File: src/rtl/bcp_clause_eval.sv
// bcp_clause_eval -- Boolean-constraint-propagation clause evaluator.
//
// Clause indices are queued, then evaluated one at a time: the clause word is
// read from the clause database, the state of each valid literal's variable is
// read from var-state memory, and the clause is classified as satisfied,
// conflicting (every literal false), unit (exactly one unassigned literal, which
// is pushed to the implication FIFO) or unresolved (two or more unassigned).
//
// Ports
//   clock, reset      : clock and asynchronous active-high reset
//   reset_bcp         : synchronous clear of queue, FSM, conflict, overflow
//   bcp_en/_clause_idx: clause index enqueue strobe and value
//   bcp_busy          : work pending or in progress (combinational)
//   conflict          : sticky, some clause had every literal false
//   q_overflow        : sticky, an index was dropped on a full queue
//   cdb_read/addr/data: clause-database read (data one cycle after read)
//   vs_read/var/val/unassign : var-state read (data one cycle after read)
//   imply_push/var/val/type, imply_full : implication FIFO write port

`ifndef MAX_VARS_BITS
`define MAX_VARS_BITS 6
`endif
`ifndef MAX_CLAUSES_BITS
`define MAX_CLAUSES_BITS 8
`endif

module bcp_clause_eval #(
  parameter int LITS   = 3,
  parameter int QDEPTH = 4
) (
  input  logic                                   clock,
  input  logic                                   reset,
  input  logic                                   reset_bcp,
  input  logic                                   bcp_en,
  input  logic [`MAX_CLAUSES_BITS-1:0]           bcp_clause_idx,
  output logic                                   bcp_busy,
  output logic                                   conflict,
  output logic                                   q_overflow,
  output logic                                   cdb_read,
  output logic [`MAX_CLAUSES_BITS-1:0]           cdb_addr,
  input  logic [LITS*(`MAX_VARS_BITS+2)-1:0]     cdb_data,
  output logic                                   vs_read,
  output logic [`MAX_VARS_BITS-1:0]              vs_var,
  input  logic                                   vs_val,
  input  logic                                   vs_unassign,
  output logic                                   imply_push,
  output logic [`MAX_VARS_BITS-1:0]              imply_var,
  output logic                                   imply_val,
  output logic                                   imply_type,
  input  logic                                   imply_full
);

  localparam int VB  = `MAX_VARS_BITS;
  localparam int CB  = `MAX_CLAUSES_BITS;
  localparam int SLW = VB + 2;
  localparam int QW  = $clog2(QDEPTH);
  localparam int SW  = $clog2(LITS + 1);
  localparam logic [QW:0] CNT_FULL = (QW+1)'(QDEPTH);

  localparam logic [2:0] S_IDLE  = 3'd0;
  localparam logic [2:0] S_FETCH = 3'd1;
  localparam logic [2:0] S_LREAD = 3'd2;
  localparam logic [2:0] S_EVAL  = 3'd3;
  localparam logic [2:0] S_PUSH  = 3'd4;

  // Slot k of a clause word is {valid, neg, var} at bits [k*SLW +: SLW].
  function automatic logic [VB-1:0] slot_var(input logic [LITS*SLW-1:0] lits,
                                             input logic [SW-1:0] idx);
    slot_var = '0;
    for (int k = 0; k < LITS; k++)
      if (idx == SW'(k)) slot_var = lits[k*SLW +: VB];
  endfunction

  function automatic logic slot_neg(input logic [LITS*SLW-1:0] lits,
                                    input logic [SW-1:0] idx);
    slot_neg = 1'b0;
    for (int k = 0; k < LITS; k++)
      if (idx == SW'(k)) slot_neg = lits[k*SLW + VB];
  endfunction

  logic [2:0]          r_state;
  logic [CB-1:0]       r_mem [QDEPTH];
  logic [QW-1:0]       r_wp, r_rp;
  logic [QW:0]         r_cnt;
  logic                r_conflict, r_ovf;
  logic [LITS*SLW-1:0] r_lits;
  logic [SW-1:0]       r_slot, r_pend_slot;
  logic                r_pend, r_any_true;
  logic [1:0]          r_n_un;
  logic [VB-1:0]       r_unit_var;
  logic                r_unit_neg;

  logic          w_pop, w_push_req, w_push, w_drop, w_set_conf, w_any_valid;
  logic          w_nxt_found, w_pend_neg, w_lit_true, w_lit_un;
  logic [SW-1:0] w_nxt_idx;

  // Pops only happen from IDLE, so a full queue can still accept an index in
  // the same cycle its head is popped.
  assign w_pop      = (r_state == S_IDLE) && (r_cnt != '0) && !r_conflict && !reset_bcp;
  assign w_set_conf = (r_state == S_EVAL) && !r_any_true && (r_n_un == 2'd0) && !reset_bcp;
  assign w_push_req = bcp_en && !r_conflict && !w_set_conf && !reset_bcp;
  assign w_push     = w_push_req && ((r_cnt != CNT_FULL) || w_pop);
  assign w_drop     = w_push_req && (r_cnt == CNT_FULL) && !w_pop;

  always_comb begin
    w_any_valid = 1'b0;
    for (int k = 0; k < LITS; k++) w_any_valid = w_any_valid | cdb_data[k*SLW + SLW - 1];
  end

  // Lowest valid slot at or above r_slot; invalid slots cost no cycle.
  always_comb begin
    w_nxt_found = 1'b0;
    w_nxt_idx   = '0;
    for (int k = LITS - 1; k >= 0; k--) begin
      if (r_lits[k*SLW + SLW - 1] && (SW'(k) >= r_slot)) begin
        w_nxt_found = 1'b1;
        w_nxt_idx   = SW'(k);
      end
    end
  end

  assign w_pend_neg = slot_neg(r_lits, r_pend_slot);
  assign w_lit_true = r_pend && !vs_unassign && (vs_val != w_pend_neg);
  assign w_lit_un   = r_pend && vs_unassign;

  assign bcp_busy   = bcp_en || (r_cnt != '0) || (r_state != S_IDLE);
  assign conflict   = r_conflict;
  assign q_overflow = r_ovf;
  assign cdb_read   = w_pop;
  assign cdb_addr   = w_pop ? r_mem[r_rp] : '0;
  assign vs_read    = (r_state == S_LREAD) && w_nxt_found && !reset_bcp;
  assign vs_var     = vs_read ? slot_var(r_lits, w_nxt_idx) : '0;
  assign imply_push = (r_state == S_PUSH) && !imply_full && !reset_bcp;
  assign imply_var  = imply_push ? r_unit_var : '0;
  assign imply_val  = imply_push && !r_unit_neg;
  assign imply_type = imply_push;

  // Queue storage
  always_ff @(posedge clock) begin
    if (w_push) r_mem[r_wp] <= bcp_clause_idx;
  end

  // Queue control; a new conflict flushes everything still queued
  always_ff @(posedge clock or posedge reset) begin
    if (reset) begin
      r_wp  <= '0;
      r_rp  <= '0;
      r_cnt <= '0;
    end else if (reset_bcp || w_set_conf) begin
      r_wp  <= '0;
      r_rp  <= '0;
      r_cnt <= '0;
    end else begin
      if (w_push) r_wp <= r_wp + 1'b1;
      if (w_pop)  r_rp <= r_rp + 1'b1;
      if (w_push && !w_pop)      r_cnt <= r_cnt + 1'b1;
      else if (!w_push && w_pop) r_cnt <= r_cnt - 1'b1;
    end
  end

  // Sticky flags
  always_ff @(posedge clock or posedge reset) begin
    if (reset) begin
      r_conflict <= 1'b0;
      r_ovf      <= 1'b0;
    end else if (reset_bcp) begin
      r_conflict <= 1'b0;
      r_ovf      <= 1'b0;
    end else begin
      if (w_set_conf) r_conflict <= 1'b1;
      if (w_drop)     r_ovf      <= 1'b1;
    end
  end

  // Evaluation FSM
  always_ff @(posedge clock or posedge reset) begin
    if (reset) begin
      r_state     <= S_IDLE;
      r_lits      <= '0;
      r_slot      <= '0;
      r_pend      <= 1'b0;
      r_pend_slot <= '0;
      r_any_true  <= 1'b0;
      r_n_un      <= 2'd0;
      r_unit_var  <= '0;
      r_unit_neg  <= 1'b0;
    end else if (reset_bcp) begin
      r_state <= S_IDLE;
      r_pend  <= 1'b0;
    end else begin
      case (r_state)
        S_IDLE: if (w_pop) r_state <= S_FETCH;
        S_FETCH: begin
          r_lits     <= cdb_data;
          r_slot     <= '0;
          r_pend     <= 1'b0;
          r_any_true <= 1'b0;
          r_n_un     <= 2'd0;
          r_state    <= w_any_valid ? S_LREAD : S_EVAL;
        end
        S_LREAD: begin
          // Capture the previous read's response while issuing the next read.
          if (w_lit_true) r_any_true <= 1'b1;
          if (w_lit_un) begin
            if (r_n_un != 2'd2) r_n_un <= r_n_un + 2'd1;
            r_unit_var <= slot_var(r_lits, r_pend_slot);
            r_unit_neg <= w_pend_neg;
          end
          r_pend      <= w_nxt_found;
          r_pend_slot <= w_nxt_idx;
          r_slot      <= w_nxt_idx + 1'b1;
          if (!w_nxt_found) r_state <= S_EVAL;
        end
        S_EVAL:  r_state <= (!r_any_true && r_n_un == 2'd1) ? S_PUSH : S_IDLE;
        S_PUSH:  if (!imply_full) r_state <= S_IDLE;
        default: r_state <= S_IDLE;
      endcase
    end
  end

endmodule

File: config.mk
export PLATFORM = sky130hd
export DESIGN_NAME = bcp_clause_eval
export DESIGN_NICKNAME = d
export VERILOG_FILES = /design/src/rtl/bcp_clause_eval.sv
export SDC_FILE = /design/constraint.sdc
export NUM_CORES = 1
export LEC_CHECK = 0
export CAP_MARGIN = 20
export CELL_PAD_IN_SITES_DETAIL_PLACEMENT = 2
export CELL_PAD_IN_SITES_GLOBAL_PLACEMENT = 2
export CORE_UTILIZATION = 36
export DETAILED_ROUTE_END_ITERATION = 6
export GPL_TIMING_DRIVEN = 0
export HOLD_SLACK_MARGIN = 0.05
export PLACE_DENSITY = 0.85
export SLEW_MARGIN = 40
export SYNTH_ARGS = -nofsm -noshare
export SYNTH_HDL_FRONTEND = slang
export SYNTH_SLANG_ARGS = --single-unit
File: constraint.sdc
create_clock -name clock -period 3.9 [get_ports clock]
set_clock_uncertainty 0.15 [all_clocks]
set_input_delay 0.78 -clock clock [delete_from_list [all_inputs] [get_ports clock]]
set_output_delay 0.78 -clock clock [all_outputs]
set_load 0.01 [all_outputs]
; ---- Word-level counts from Yosys, hierarchy flattened
; Memory sizes are Yosys's and may differ from the RTL's.
; Index checks and enable logic that the tools add are counted.
[totals]
register_bits = 51
ram_bits = 32
input_bits = 39
out_inout_bits = 28
elab_cells = 151
mem_count = 1
[memory_table]
columns = memory, words, width, read_ports, rd_clocked_by_memory_dff, write_ports, line_no
row1 = r_mem, 4, 8, 1, 0, 1, 82  ; logic [CB-1:0] r_mem [QDEPTH];
[op_classes]
add_sub_neg = 6
magnitude_cmp = 3
n_eq_ne = 19
n_mux = 46
bitwise_logic = 3
reduce_logical = 59
[op_table]
columns = op, n
row1 = two-way mux 6 bit, 8
row2 = logical AND 1 bit, 26
row3 = two-way mux 3 bit, 8
row4 = two-way mux 2 bit, 9
row5 = two-way mux 1 bit, 15
row6 = one-hot mux 3 bit (5 select lines), 1
row7 = inequality test 3 bit (second input constant), 4
row8 = nonzero test 3 bit, 4
row9 = nonzero test 2 bit, 5
row10 = zero test 1 bit, 9
row11 = AND reduction 3 bit, 3
row12 = adder 2 x 1 -> 2 bit (second input constant), 4
row13 = two-way mux 8 bit, 1
row14 = one-hot mux 2 bit (2 select lines), 2
row15 = == test 2 x 1 -> 1 bit (second input constant), 3
row16 = == test 3 x 2 -> 1 bit (second input constant), 2
row17 = == test 3 bit (second input constant), 2
row18 = zero test 2 bit, 3
row19 = inequality test 2 bit (second input constant), 3
row20 = AND reduction 2 bit, 3
row21 = == test 2 bit (second input constant), 2
row22 = >= comparator 1 x 2 -> 1 bit (first input constant), 2
row23 = logical OR 1 bit, 4
row24 = one-hot mux 1 bit (2 select lines), 2
row25 = 10 further kinds, 11

; ---- Longest topological paths before layout
[depth]
depth_word = 13
depth_mapped = 10
mapped_depth_nobuf = 9

; ---- Least setup slack after synthesis
; Ideal clock, no wire load.
[synth_path]
kind = input to register
start = in reset_bcp
end = reg r_cnt[2]
setup_ns = 0.143
t_arrival_ns = 2.709
t_required_ns = 3.607
setup_slack_ns = 0.898
cell_stages = 10
path_buffers = 2
cell_sequence = buf_2 -> nor4_2 -> clkbuf_1 -> nand2_1 -> and3_1 -> fa_1 -> nor2b_1 -> or3_1 -> a21oi_1 -> a2111oi_2
[synth_via]
elab_chain_cells = 9
elab_cells_between_ends = 16
classes_between = mux: 2 / reduce/logical: 14
[synth_rtl]
columns = element, line_no
row1 = "start, declared", 33  ; input logic reset_bcp,
row2 = zero test 1 bit, "99, 100, 101"
row3 = logical AND 1 bit, 100  ; assign w_set_conf = (r_state == S_EVAL) && !r_any_true && (r_n_un == 2'd0) && !reset_bcp;
row4 = zero test 1 bit, 101  ; assign w_push_req = bcp_en && !r_conflict && !w_set_conf && !reset_bcp;
row5 = logical AND 1 bit (2 in series), 101
row6 = logical AND 1 bit, 102  ; assign w_push = w_push_req && ((r_cnt != CNT_FULL) || w_pop);
row7 = logical AND 1 bit / zero test 1 bit (equally long branches), "156, 157"
row8 = two-way mux 3 bit / logical AND 1 bit (equally long branches), "156, 157"
row9 = two-way mux 3 bit / nonzero test 3 bit (equally long branches), -
row10 = "end signal, assigned", 156  ; if (w_push && !w_pop) r_cnt <= r_cnt + 1'b1;
row11 = "end signal, assigned", 157  ; else if (!w_push && w_pop) r_cnt <= r_cnt - 1'b1;
row12 = "end, declared", 84  ; logic [QW:0] r_cnt;
; Parallel ways exist; a longest one is shown, timed or not.
; A chain may end at the register's enable or synchronous reset.

; ---- Worst setup path in the final report
[layout_path]
start = reg r_slot[0]
end = out vs_var[1]
[layout_via]
elab_cells_between_ends = 21
classes_between = order compare: 3 / eq/ne: 2 / mux: 10 / reduce/logical: 6
[layout_rtl]
columns = element, line_no
row1 = "start, declared", 87  ; logic [SW-1:0] r_slot, r_pend_slot;
row2 = "start signal, assigned", 211  ; r_slot <= w_nxt_idx + 1'b1;
row3 = >= comparator 1 x 2 -> 1 bit, 115  ; if (r_lits[k*SLW + SLW - 1] && (SW'(k) >= r_slot)) begin
row4 = logical AND 1 bit, 115
row5 = two-way mux 2 bit, 115
row6 = two-way mux 2 bit *, 115
row7 = named net w_nxt_idx[0], 95  ; logic [SW-1:0] w_nxt_idx;
row8 = zero test 2 bit, 71  ; if (idx == SW'(k)) slot_var = lits[k*SLW +: VB];
row9 = two-way mux 6 bit (2 in series), 71
row10 = two-way mux 6 bit *, 71
row11 = two-way mux 6 bit *, 132  ; assign vs_var = vs_read ? slot_var(r_lits, w_nxt_idx) : '0;
row12 = "end, declared", 43  ; output logic [`MAX_VARS_BITS-1:0] vs_var,
; Mark *: on every way through the listed nets, which the timed path passes. The rest lies on a longest branch.

==> summary.md <==
| Metric | Value |
|---|---|
| Finished Layout Cells | `561` |
| Max-cap violations | `0` |
| Largest family of logic cells by synthesized area | `simple AND/OR/NAND/NOR gates` |
| Die Ht | `109 um` |
| Netlist cell types | `54` |
| CP Class | `register to output pin` |
| Final setup vio count | `0` |
| Synth Area in XOR/XNOR | `0.0107` |
| CTS clk-pin slew, worst paths | `0.06 ns` |
| Period utilization | `0.955` |
| Post-Synth Adder-Cell Area | `0.0354` |
| Complex-gate fraction of the synthesized area | `0.0834` |
| Syn_area_per_cell | `12.2 um^2` |
| DRT iter0 DRCs | `126` |
| Pwr/cell area | `697 nW/um^2` |
| Outcome | `complete, no violations` |
| Final setup margin | `0.174 ns` |
| Initial core utilization | `0.373` |
| CP startpoint kind | `register` |
| Cell taking the most area after synthesis | `dfrtp_1` |
| RePlAce Congestion | `0.844` |
| Most common cell after layout, fill and taps aside | `clkdlybuf4s50_1` |
| Number of enable flip-flop cells after synthesis | `32` |
| Synth Register Bits | `83` |
| Register area share after synthesis | `0.546` |
| Fin. Hold Viols | `0` |
| Min Tclk post-route | `3.73 ns` |
| Most frequent cells in the layout | `65 x clkdlybuf4s50_1, 51 x dfrtp_1, 32 x edfxtp_1` |
| Top_reg_cell synth | `dfrtp_1` |
| Worst setup EP type | `output pin` |
| Share of layout cells above drive strength 1 | `0.195` |
| CTS tree | `yes` |
| Placed cell areas | `4960 um^2` |
| Placed cells | `542` |
| # IOs | `67` |
| Root buffer selected by CTS | `clkbuf_16` |
| Die width | `109 um` |
| CP Data Arrival Time | `2.80 ns` |
| Avg Vias per Cell | `5.47` |
| Diode count | `0` |
| Fmax | `0.268 GHz` |
| Vias in the first global route | `3533` |
| 1st-pass router iterations | `4` |
| Number of routed nets with antenna violations | `0` |
| Post-Synthesis Cells | `335` |
| Syn Nets | `385` |
| Die area | `11800 um^2` |
| RSZ-0062 raised after global routing | `no` |
| Synth Area in Simple Gates | `0.157` |
| Global-route wire length before repair | `19800 um` |
| Register share of total power | `0.356` |
| Sw power | `1.34 mW` |
| Longest Clk Path Bufs | `2` |
| Clock sinks | `83` |
| Gr usage total | `0.232` |
| DRC viols | `0` |
| FP Rows | `38` |
| CP Max Fanout | `10` |
| Slew @ Worst Pin | `0.661 ns` |
| Post-synth top area share | `0.311` |
| Syn Std Cell Area | `4100 um^2` |
| Max Slew Vio Count | `0` |
| Count of input and output buffers | `66` |
| Internal | `2.37 mW` |
| Required time worst endpoint | `2.97 ns` |
| Maximum VDD drop | `0.273 mV` |
| Hold crit path type | `register to register` |
| Mux cell area share after synthesis | `0.129` |
| Design area | `5340 um^2` |
| Via count | `3069` |
| Switch share | `0.361` |
| Latest clock arrival within the worst-skew pair | `0.34 ns` |
| Wire per inst | `22.4 um` |
| Worst slack, placed | `-0.328 ns` |
| Nets | `466` |
| Grt ovf | `0` |
| Leakage | `2.10 nW` |
| Hold slack | `0.334 ns` |
| Largest cells by area after synthesis | `dfrtp_1 31%, edfxtp_1 23%, mux2_2 6.6%` |
| H-tree depth | `3` |
| Asr flop ratio synth | `0.614` |
| Largest net degree at the start of global routing | `30` |
| Initial antenna violation count | `0` |
| Combinational share of power | `0.399` |
| Post-DP HPWL | `8790 um` |
| Core area | `11000 um^2` |
| Relative slew slack | `0.559` |
| WL final | `12600 um` |
| CTS Buf Count | `9` |
| Synth-to-Final Area Change | `30.2%` |
| Clock power share | `0.246` |
| Setup Total Neg Slack | `0 ns` |
| Yosys warns | `0` |
worst paths after layout:
path	startpoint	endpoint	cells past startpoint	slack [ns]
setup / recovery	r_slot[0]$_DFFE_PP0P_	vs_var[1]	10	0.17
hold / removal	r_unit_var[2]$_DFFE_PP0P_	r_unit_var[2]$_DFFE_PP0P_	2	0.33
setup reg to reg	r_state[0]$_DFFE_PP0P_	r_cnt[2]$_DFFE_PP0P_	10	0.88
hold reg to reg	r_unit_var[2]$_DFFE_PP0P_	r_unit_var[2]$_DFFE_PP0P_	2	0.33
max in group asynchronous	reset	r_slot[0]$_DFFE_PP0P_	3	2.51
min in group asynchronous	reset	r_lits[4]$_DFFE_PP0P_	2	0.61
area by class of cell:
cell class,count,area (um^2)
inverter,18,70.1
buffer,17,98.8
clock inverter,4,75.1
tap,140,175
multi-input combinational,217,1740
clock buffer,12,236
fill,1078,5650
sequential,83,2240
timing repair buffer,70,706
through the flow:
stage	power [mW]	util
2_1_floorplan	2.23	-
3_3_place_gp	2.62	0.449
3_5_place_dp	2.74	0.451
4_1_cts	3.72	0.482
5_1_grt	3.93	0.486
6_report	3.72	0.486
cell usage after synthesis (3+ instances only):
| library cell | instances |
|---|---|
| nand2b_1 | 4 |
| ha_1 | 10 |
| nand3b_1 | 9 |
| and3_1 | 14 |
| clkbuf_1 | 6 |
| nor2b_1 | 3 |
| nor2_1 | 22 |
| and2_1 | 6 |
| mux4_2 | 8 |
| o22ai_1 | 3 |
| mux2_2 | 24 |
| nand2_1 | 22 |
| buf_4 | 3 |
| o21ai_0 | 13 |
| nor3_1 | 5 |
| edfxtp_1 | 32 |
| a21oi_1 | 23 |
| dfrtp_1 | 51 |
| inv_1 | 18 |
| xnor2_1 | 5 |
| mux2i_1 | 8 |
| nand3_1 | 3 |
| buf_2 | 6 |
power by group through the flow:
stage | sequential [mW] | combinational (mW) | clock, mW
after floorplan | 1.26 | 0.969 | 0
after global placement | 1.30 | 1.32 | 0
after detailed placement | 1.33 | 1.41 | 0
after CTS | 1.32 | 1.47 | 0.932
after global routing | 1.35 | 1.62 | 0.960
final | 1.32 | 1.48 | 0.913
what timing repair did:
| action | CTS | global route |
|---|---|---|
| pin swaps | 0 | 1 |
| resized for setup | 7 | 7 |
| endpoints found under the setup margin | 24 | 9 |
| setup buffers | 0 | 3 |
| hold buffers | 0 | 0 |
| gates cloned | 0 | 0 |
routing by layer:
layer  global-route usage  wire (um)  vias to the layer above
met4               0.0917        196                        0
met1                0.275       5160                     1603
met5                    0          0                        -
li1                     -          -                     1374
met2                0.424       6900                       74
met3               0.0317        316                       18
critical path: stages (launching register included):
cell	delay (ns)
dfrtp_1	0.40
nand2b_1	0.19
nand3b_1	0.19
inv_1	0.10
ha_1	0.24
clkbuf_2	0.20
nand3b_1	0.22
a21oi_1	0.19
a21oi_1	0.07
nor2_1	0.11
clkdlybuf4s50_1	0.55
state kept, by name, summed over array words and instances, names as in the netlist:
name         count
r_unit_neg       1
q_overflow       1
r_cnt            3
r_mem           32
r_unit_var       6
r_lits          24
r_rp             2
r_pend           1
r_pend_slot      2
r_any_true       1
conflict         1
r_wp             2
r_n_un           2
r_slot           2
r_state          3
cell families after synthesis:
logic type | after synthesis
simple gates | 107
flops | 83
compound gates | 54
mux | 40
buf+inv | 35
fa+ha+maj | 11
xor+xnor | 5
No activity file was read; power rests on OpenSTA's default activity.
